[config.mk]
export PLATFORM = sky130hd
export DESIGN_NAME = padbid_link_master
export DESIGN_NICKNAME = d
export VERILOG_FILES = /design/src/rtl/padbid_link_master.sv
export SDC_FILE = /design/constraint.sdc
export NUM_CORES = 1
export LEC_CHECK = 0
export ABC_AREA = 1
export BUFFER_PORTS_ARGS = -buffer_cell sky130_fd_sc_hd__buf_2
export CAP_MARGIN = 15
export CORE_ASPECT_RATIO = 0.9
export CORE_MARGIN = 8
export CORE_UTILIZATION = 33
export CTS_CLUSTER_DIAMETER = 30
export DETAILED_ROUTE_END_ITERATION = 8
export PLACE_DENSITY = 0.56
export SETUP_SLACK_MARGIN = 0.05
export SLEW_MARGIN = 5
export SYNTH_ARGS = -nofsm -noshare
export SYNTH_HDL_FRONTEND = slang
export SYNTH_SLANG_ARGS = --single-unit
[constraint.sdc]
create_clock -name CK -period 3.5 [get_ports CK]
set_clock_uncertainty 0.15 [all_clocks]
set_input_delay 0.875 -clock CK [delete_from_list [all_inputs] [get_ports CK]]
set_output_delay 0.875 -clock CK [all_outputs]
set_load 0.005 [all_outputs]
[src/rtl/padbid_link_master.sv]
`timescale 1ns/1ps
// Half-duplex single-wire link initiator on one PADBID pad: send a word, release, receive and check the reply.
// Latency: pad driven from the cycle after accept; result pulse HALF+BIT_CYC*(WIDTH+1) cycles after start detect.
// Backpressure: tx_ready is high only in IDLE; tx_valid while busy is ignored and simply held by the host.
module padbid_link_master #(
  parameter int WIDTH       = 8,
  parameter int BIT_CYC     = 4,
  parameter int TURN_CYC    = 2,
  parameter int TIMEOUT_CYC = 64
) (
  input  logic             CK,
  input  logic             RN,
  input  logic             tx_valid,
  input  logic [WIDTH-1:0] tx_data,
  output logic             tx_ready,
  output logic             rx_valid,
  output logic [WIDTH-1:0] rx_data,
  output logic             rx_err_frame,
  output logic             rx_err_timeout,
  output logic             busy,
  output logic             pad_i,
  output logic             pad_oen,
  input  logic             pad_c
);

  localparam int HALF = BIT_CYC / 2;
  localparam int CMAX = (BIT_CYC > TURN_CYC) ? BIT_CYC : TURN_CYC;
  localparam int CW   = $clog2(CMAX + 1);
  localparam int TW   = $clog2(TIMEOUT_CYC + 1);
  localparam int BW   = $clog2(WIDTH + 1);

  typedef enum logic [3:0] {
    S_IDLE, S_TX_START, S_TX_DATA, S_TX_STOP, S_TURN,
    S_RX_WAIT, S_RX_START, S_RX_DATA, S_RX_STOP
  } state_t;

  state_t           state, state_n;
  logic [CW-1:0]    cnt, cnt_n;
  logic [BW-1:0]    bit_idx, bit_n;
  logic [TW-1:0]    tcnt, tcnt_n;
  logic [WIDTH-1:0] tx_word, word_n, tx_shr;
  logic [WIDTH-1:0] rx_shift, shift_n, rxd_n;
  logic             c_meta, c_s;
  logic             pad_i_n, pad_oen_n, v_n, fe_n, to_n;

  // next data bit to put on the line once the current one has been held long enough
  assign tx_shr = tx_word >> 1;

  // pad input synchroniser, idles high like the pulled-up line
  always_ff @(posedge CK) begin
    if (!RN) begin
      c_meta <= 1'b1;
      c_s    <= 1'b1;
    end else begin
      c_meta <= pad_c;
      c_s    <= c_meta;
    end
  end

  // next-state and next-output decode; every output is registered from these
  always_comb begin
    state_n   = state;
    cnt_n     = cnt + CW'(1);
    bit_n     = bit_idx;
    tcnt_n    = tcnt;
    word_n    = tx_word;
    shift_n   = rx_shift;
    rxd_n     = rx_data;
    pad_i_n   = 1'b1;
    pad_oen_n = 1'b1;
    v_n       = 1'b0;
    fe_n      = 1'b0;
    to_n      = 1'b0;
    case (state)
      S_IDLE: begin
        cnt_n = '0;
        if (tx_valid && tx_ready) begin
          word_n    = tx_data;
          state_n   = S_TX_START;
          pad_oen_n = 1'b0;
          pad_i_n   = 1'b0;
        end
      end
      S_TX_START: begin
        pad_oen_n = 1'b0;
        pad_i_n   = 1'b0;
        if (cnt == CW'(BIT_CYC - 1)) begin
          state_n = S_TX_DATA;
          cnt_n   = '0;
          bit_n   = '0;
          pad_i_n = tx_word[0];
        end
      end
      S_TX_DATA: begin
        pad_oen_n = 1'b0;
        pad_i_n   = tx_word[0];
        if (cnt == CW'(BIT_CYC - 1)) begin
          cnt_n = '0;
          if (bit_idx == BW'(WIDTH - 1)) begin
            state_n = S_TX_STOP;
            pad_i_n = 1'b1;
          end else begin
            bit_n   = bit_idx + BW'(1);
            word_n  = tx_shr;
            pad_i_n = tx_shr[0];
          end
        end
      end
      S_TX_STOP: begin
        pad_oen_n = 1'b0;
        if (cnt == CW'(BIT_CYC - 1)) begin
          state_n   = S_TURN;
          cnt_n     = '0;
          pad_oen_n = 1'b1;
        end
      end
      S_TURN: begin
        // the line is settling back to the pull-up, so c_s is not looked at here
        if (cnt == CW'(TURN_CYC - 1)) begin
          state_n = S_RX_WAIT;
          cnt_n   = '0;
          tcnt_n  = '0;
        end
      end
      S_RX_WAIT: begin
        cnt_n = '0;
        if (!c_s) begin
          state_n = S_RX_START;
        end else if (tcnt == TW'(TIMEOUT_CYC - 1)) begin
          to_n    = 1'b1;
          state_n = S_IDLE;
        end else begin
          tcnt_n = tcnt + TW'(1);
        end
      end
      S_RX_START: begin
        // a start bit must still be low at its midpoint, otherwise it was a glitch
        if (cnt == CW'(HALF - 1)) begin
          cnt_n = '0;
          if (!c_s) begin
            state_n = S_RX_DATA;
            bit_n   = '0;
          end else begin
            state_n = S_RX_WAIT;
          end
        end
      end
      S_RX_DATA: begin
        if (cnt == CW'(BIT_CYC - 1)) begin
          cnt_n            = '0;
          shift_n          = rx_shift >> 1;
          shift_n[WIDTH-1] = c_s;
          if (bit_idx == BW'(WIDTH - 1)) begin
            state_n = S_RX_STOP;
          end else begin
            bit_n = bit_idx + BW'(1);
          end
        end
      end
      S_RX_STOP: begin
        if (cnt == CW'(BIT_CYC - 1)) begin
          rxd_n   = rx_shift;
          v_n     = c_s;
          fe_n    = !c_s;
          state_n = S_IDLE;
        end
      end
      default: begin
        state_n = S_IDLE;
      end
    endcase
  end

  // state, counters and registered outputs
  always_ff @(posedge CK) begin
    if (!RN) begin
      state          <= S_IDLE;
      cnt            <= '0;
      bit_idx        <= '0;
      tcnt           <= '0;
      tx_word        <= '0;
      rx_shift       <= '0;
      rx_data        <= '0;
      tx_ready       <= 1'b0;
      busy           <= 1'b0;
      rx_valid       <= 1'b0;
      rx_err_frame   <= 1'b0;
      rx_err_timeout <= 1'b0;
      pad_i          <= 1'b1;
      pad_oen        <= 1'b1;
    end else begin
      state          <= state_n;
      cnt            <= cnt_n;
      bit_idx        <= bit_n;
      tcnt           <= tcnt_n;
      tx_word        <= word_n;
      rx_shift       <= shift_n;
      rx_data        <= rxd_n;
      tx_ready       <= (state_n == S_IDLE);
      busy           <= (state_n != S_IDLE);
      rx_valid       <= v_n;
      rx_err_frame   <= fe_n;
      rx_err_timeout <= to_n;
      pad_i          <= pad_i_n;
      pad_oen        <= pad_oen_n;
    end
  end

endmodule

Yosys cells after proc, flatten, opt, wreduce, memory -nomap -nowiden
Cells that the tools add are included.

Bits in registers: 51. Bits of input ports: 12. Output and inout port bits: 15. Logic and storage cells: 101.

Add/subtract/negate cells: 3. Equal/unequal tests: 23. Muxes and demuxes: 39. Reductions and logical operators: 20.

Operator list (count): $mux W4 (17); $pmux W4 S9 (1); $mux W8 (3); $mux W7 (3); $eq A4 B3 Y1 const B (5); $ne A2 B2 Y1 const B (10); $pmux W8 S2 (1); $pmux W7 S2 (1); $pmux W4 S3 (1); $pmux W3 S3 (1); $eq A4 B2 Y1 const B (2); $logic_not A4 Y1 (2); $reduce_and A4 Y1 (2); $reduce_or A2 Y1 (4); $add A7 B1 Y7 const B (1); $eq A7 B6 Y1 const B (1); $mux W1 (6); $mux W3 (2); $pmux W1 S3 (2); $reduce_and A3 Y1 (2); $reduce_and A6 Y1 (1); $add A4 B1 Y4 const B (1); $eq A4 B1 Y1 const B (1); $eq A4 B4 Y1 const B (1); other kinds (12) (14).

Longest topological paths before layout
Depth in word-level cells: 5. Depth in mapped cells: 11. Gate-level depth less buffers: 10.

Worst setup path before layout
OpenSTA, ideal clock, no wires.

Path type: input port to flip-flop. From: input port tx_valid. To: register tx_word[5]. Arrival: 1529 ps. Data required time: 3233 ps. Setup slack: 1704 ps. Stages: 8. Path buffers: 1. Path through: nand2_1 -> nand3_1 -> nand2_1 -> inv_2 -> nand2_2 -> buf_4 -> o21ai_1 -> a21oi_1.

Longest elaborated chain between the ends: 3.

Ends and longest elaborated chain: from (decl) (RTL line 13) `input logic tx_valid,`; $logic_and A1 B1 Y1 (RTL line 77) `if (tx_valid && tx_ready) begin`; $ne A2 B2 Y1 (no line); $reduce_and A4 Y1 (no line); to (signal assigned) (RTL line 196) `tx_word <= word_n;`; to (decl) (RTL line 41) `logic [WIDTH-1:0] tx_word, word_n, tx_shr;`.

No other way between the ends. A chain may end at the register's enable or synchronous reset.

Worst setup path after layout
From: register cnt[0]. To: register tx_ready.

Longest elaborated chain between the ends: 4. Elaborated cells on any way between the ends: 11. Those cells by class: 2 x eq/ne; 8 x mux; 1 x reduce/logical.

Ends and longest elaborated chain: from (decl) (RTL line 38) `logic [CW-1:0] cnt, cnt_n;`; from (signal assigned) (RTL line 193) `cnt <= cnt_n;`; $eq A3 B2 Y1 / $eq A3 B1 Y1 (equally long branches); $mux W4 (tied with other cells) (RTL line 161) `if (cnt == CW'(BIT_CYC - 1)) begin`; $pmux W4 S9 (*) (RTL line 74) `case (state)`; $logic_not A4 Y1 (*) (RTL line 199) `tx_ready <= (state_n == S_IDLE);`; to (signal assigned) (RTL line 199); to (decl) (RTL line 15) `output logic tx_ready,`.

Mark *: on every way between the ends. The rest lies on a longest branch, timed or not.

==> flow_summary.yaml <==
power_and_ir_drop:
  irDropWorstVdd_mv: 0.253
  p_leak_nw: 1.20
  p_per_area_mw_per_mm2: 408
finish:
  diodes: 0
  nFillCells: 790
  fin_util_pct: 38.7
  mostFrequentLayoutCells: "nand2_1, dfxtp_1, nor2_1"
  fin_cells: 461
  seq_area_sq_mm: 0.00102
  multi_input_area_sq_mm: 0.00122
  layout_commonest_cell: "nand2_1"
  drive_above_1_share_pct: 16.3
  final_nets: 385
  syn2layout_area_growth_pct: 13.2
  fin_area_sq_mm: 0.00275
global_route:
  grt_start_max_net_pins: 28
  grt_pass1_wl_mm: 8.81
  overflow: 0
  antenna_found_initial: 0
  grt_pass1_vias: 2030
  grtUsageTotal_pct: 10.2
worst_hold_path:
  hold_class: "flop to flop"
clock_network:
  postCtsSetupRepairBufs: 0
  clkSinkCount: 51
  clk_pin_slew_ns: 0.10
  cts_made_buffers: 5
  cts_root_buffer: "clkbuf_8"
  h-tree-depth: 2
  clk_path_buf_depth: 2
  cts_hold_buffers: 0
  ctsResizeCount: 0
  cts_tree: "built"
  clock_latency_ns: 0.31
critical_path:
  cp_num_buf_inv: 1
  cp_cell_sequence: "ha_1 > ha_1 > inv_1 > nor2_1 > a21oi_1 > nand3_1 > nor3_1"
  worst_r2r_path_depth: 7
  timing.rr.start: "cnt[0]"
  slowest_stage: "nor2_1"
  crit_type: "flop to flop"
  crit_arrival_ns: 2.36
  crit_fanout: 11
  cp-start-kind: "flop"
  endpoint: "tx_ready"
  crit_top_cell: "ha_1"
  reg2reg_to: "tx_ready"
  ff2ff_setup_slack_ns: 1.16
  slowest_delay_ns: 0.57
  worstSetupPathDepth: 7
  startpoint: "cnt[0]"
  cp-end-kind: "flop"
  required_ns: 3.51
  critPathTopFamily: "simple AND/OR/NAND/NOR gates"
drt:
  via_per_inst: 4.71
  drt-pass1-iter-count: 4
  wl_mm: 5.24
  drtIter0Drc: 161
  ant_nets: 0
  vias: 2170
  drc: 0
  wl_per_cell_microns: 11.4
sta:
  worst_pin_slew_ns: 0.702
  relSlewSlack_pct: 53.2
  finalCritPeriodShare_pct: 66.9
  fin_crit_ns: 2.34
  max_freq_ghz: 0.427
  rsz0062_at_grt: "no"
  finalSetupViolCount: 0
  report.final.hold_viol_count: 0
  tns_ns: 0
  maxSlewViolCount: 0
  hold_ws_ns: 0.271
logic_synthesis:
  syn_avg_cell_area_sq_um: 7.09
  ys_seq_area_share_pct: 42.0
  synth_top_family_by_area: "simple AND/OR/NAND/NOR gates"
  netlist-cell-type-count: 27
  syn-num-nets: 361
  syn_area_sq_mm: 0.00243
  yosys_warnings: 0
  ys_ff_latch: 51
  synth_top_area_share_pct: 42.0
  synth-xor-area-share_pct: 1.44
  synth_mux_area_share_pct: 0
  syn-instance-count: 343
  synth_fa_ha_area_share_pct: 3.09
  synth_top_area_cell: "dfxtp_1"
  synth_area_leaders: "dfxtp_1, nand2_1, nor2_1"
  synthSimpleGateAreaFrac_pct: 30.3
  synth_compound_area_share_pct: 15.1
place:
  place_inst: 453
  port_buffers: 26
  place_hpwl_mm: 3.86
  place.gp.congestion: 0.869
  placed_cell_area_sq_mm: 0.00264
run:
  maxCapViolCount: 0
floorplanning:
  fp.dieW_microns: 106
  start_util_pct: 34.2
  core.rowCount: 29
  dieHeight_microns: 97.4
  core_sq_mm: 0.00711
  die_area_sq_mm: 0.0104
  io_pins: 27
run_status:
  status: "finished clean"
==> kinds of logic (layout without fill, tap and decap cells) <==
kind of cell,Yosys count,count (layout)
and+or+nand+nor,164,164
AOI/OAI and AO/OA,68,68
DFF,51,51
buffers and inverters,50,75
adders and majority gates,6,6
xor gates and xnor gates,4,4
==> registers in the layout, summed over array words and instances (netlist names) <==
name / flops
rx_data: 8
rx_shift: 8
tx_word: 8
tcnt: 7
bit_idx: 4
state: 4
cnt: 3
busy: 1
c_meta: 1
c_s: 1
pad_i: 1
pad_oen: 1
rx_err_frame: 1
rx_err_timeout: 1
rx_valid: 1
tx_ready: 1
==> through the flow <==
stage,total power [W],setup slack (ns)
2_1_floorplan,0.000690,1.70
3_3_place_gp,0.000715,1.18
3_5_place_dp,0.000716,1.09
4_1_cts,0.00114,1.17
5_1_grt,0.00117,0.909
6_report,0.00112,1.16
==> cell usage after synthesis, drive strengths merged <==
cell type,count
buf,4
dfxtp,51
clkbuf,5
xnor2,2
nor4,1
nor2,51
or2,2
nand4,8
xor2,2
nand2,70
inv,41
ha,6
a21oi,33
o211ai,2
o21ai,33
nor3,7
nand3,25
==> worst reg2reg max path: stages (launching register included) <==
cell and delay, ns:
dfxtp_1 0.37, ha_1 0.18, ha_1 0.29, inv_1 0.17
nor2_1 0.57, a21oi_1 0.24, nand3_1 0.17, nor3_1 0.06
==> where the power goes <==
| part | internal (W) | switching, W |
|---|---|---|
| combinational | 0.0000327 | 0.0000588 |
| sequential | 0.000600 | 0.0000103 |
| clock | 0.000215 | 0.000207 |
| total | 0.000849 | 0.000276 |
==> layer usage <==
layer	vias to the layer above	GRT usage (%)	wire length [microns]
li1	1161	-	-
met1	957	13.4	2740
met2	47	15.1	2140
met3	5	2.92	296
met4	0	4.32	69
met5	-	0	0
==> worst min-delay path by stage <==
stage	start	depth (start not counted)	end
finish	c_meta	1	c_s
global route	c_meta	1	c_s
CTS	c_meta	1	c_s
detailed placement	c_meta	1	c_s
global placement	c_meta	1	c_s
floorplan	c_meta	1	c_s
==> area by class of cell <==
class	instances	area share, %
Multi-Input combinational cell	242	44.2
Clock buffer	5	2.50
Sequential cell	51	37.1
Tap cell	93	4.23
Clock inverter	3	1.68
Inverter	41	5.59
Timing Repair Buffer	26	4.73
Note: power is estimated with default switching activity, not from simulation.
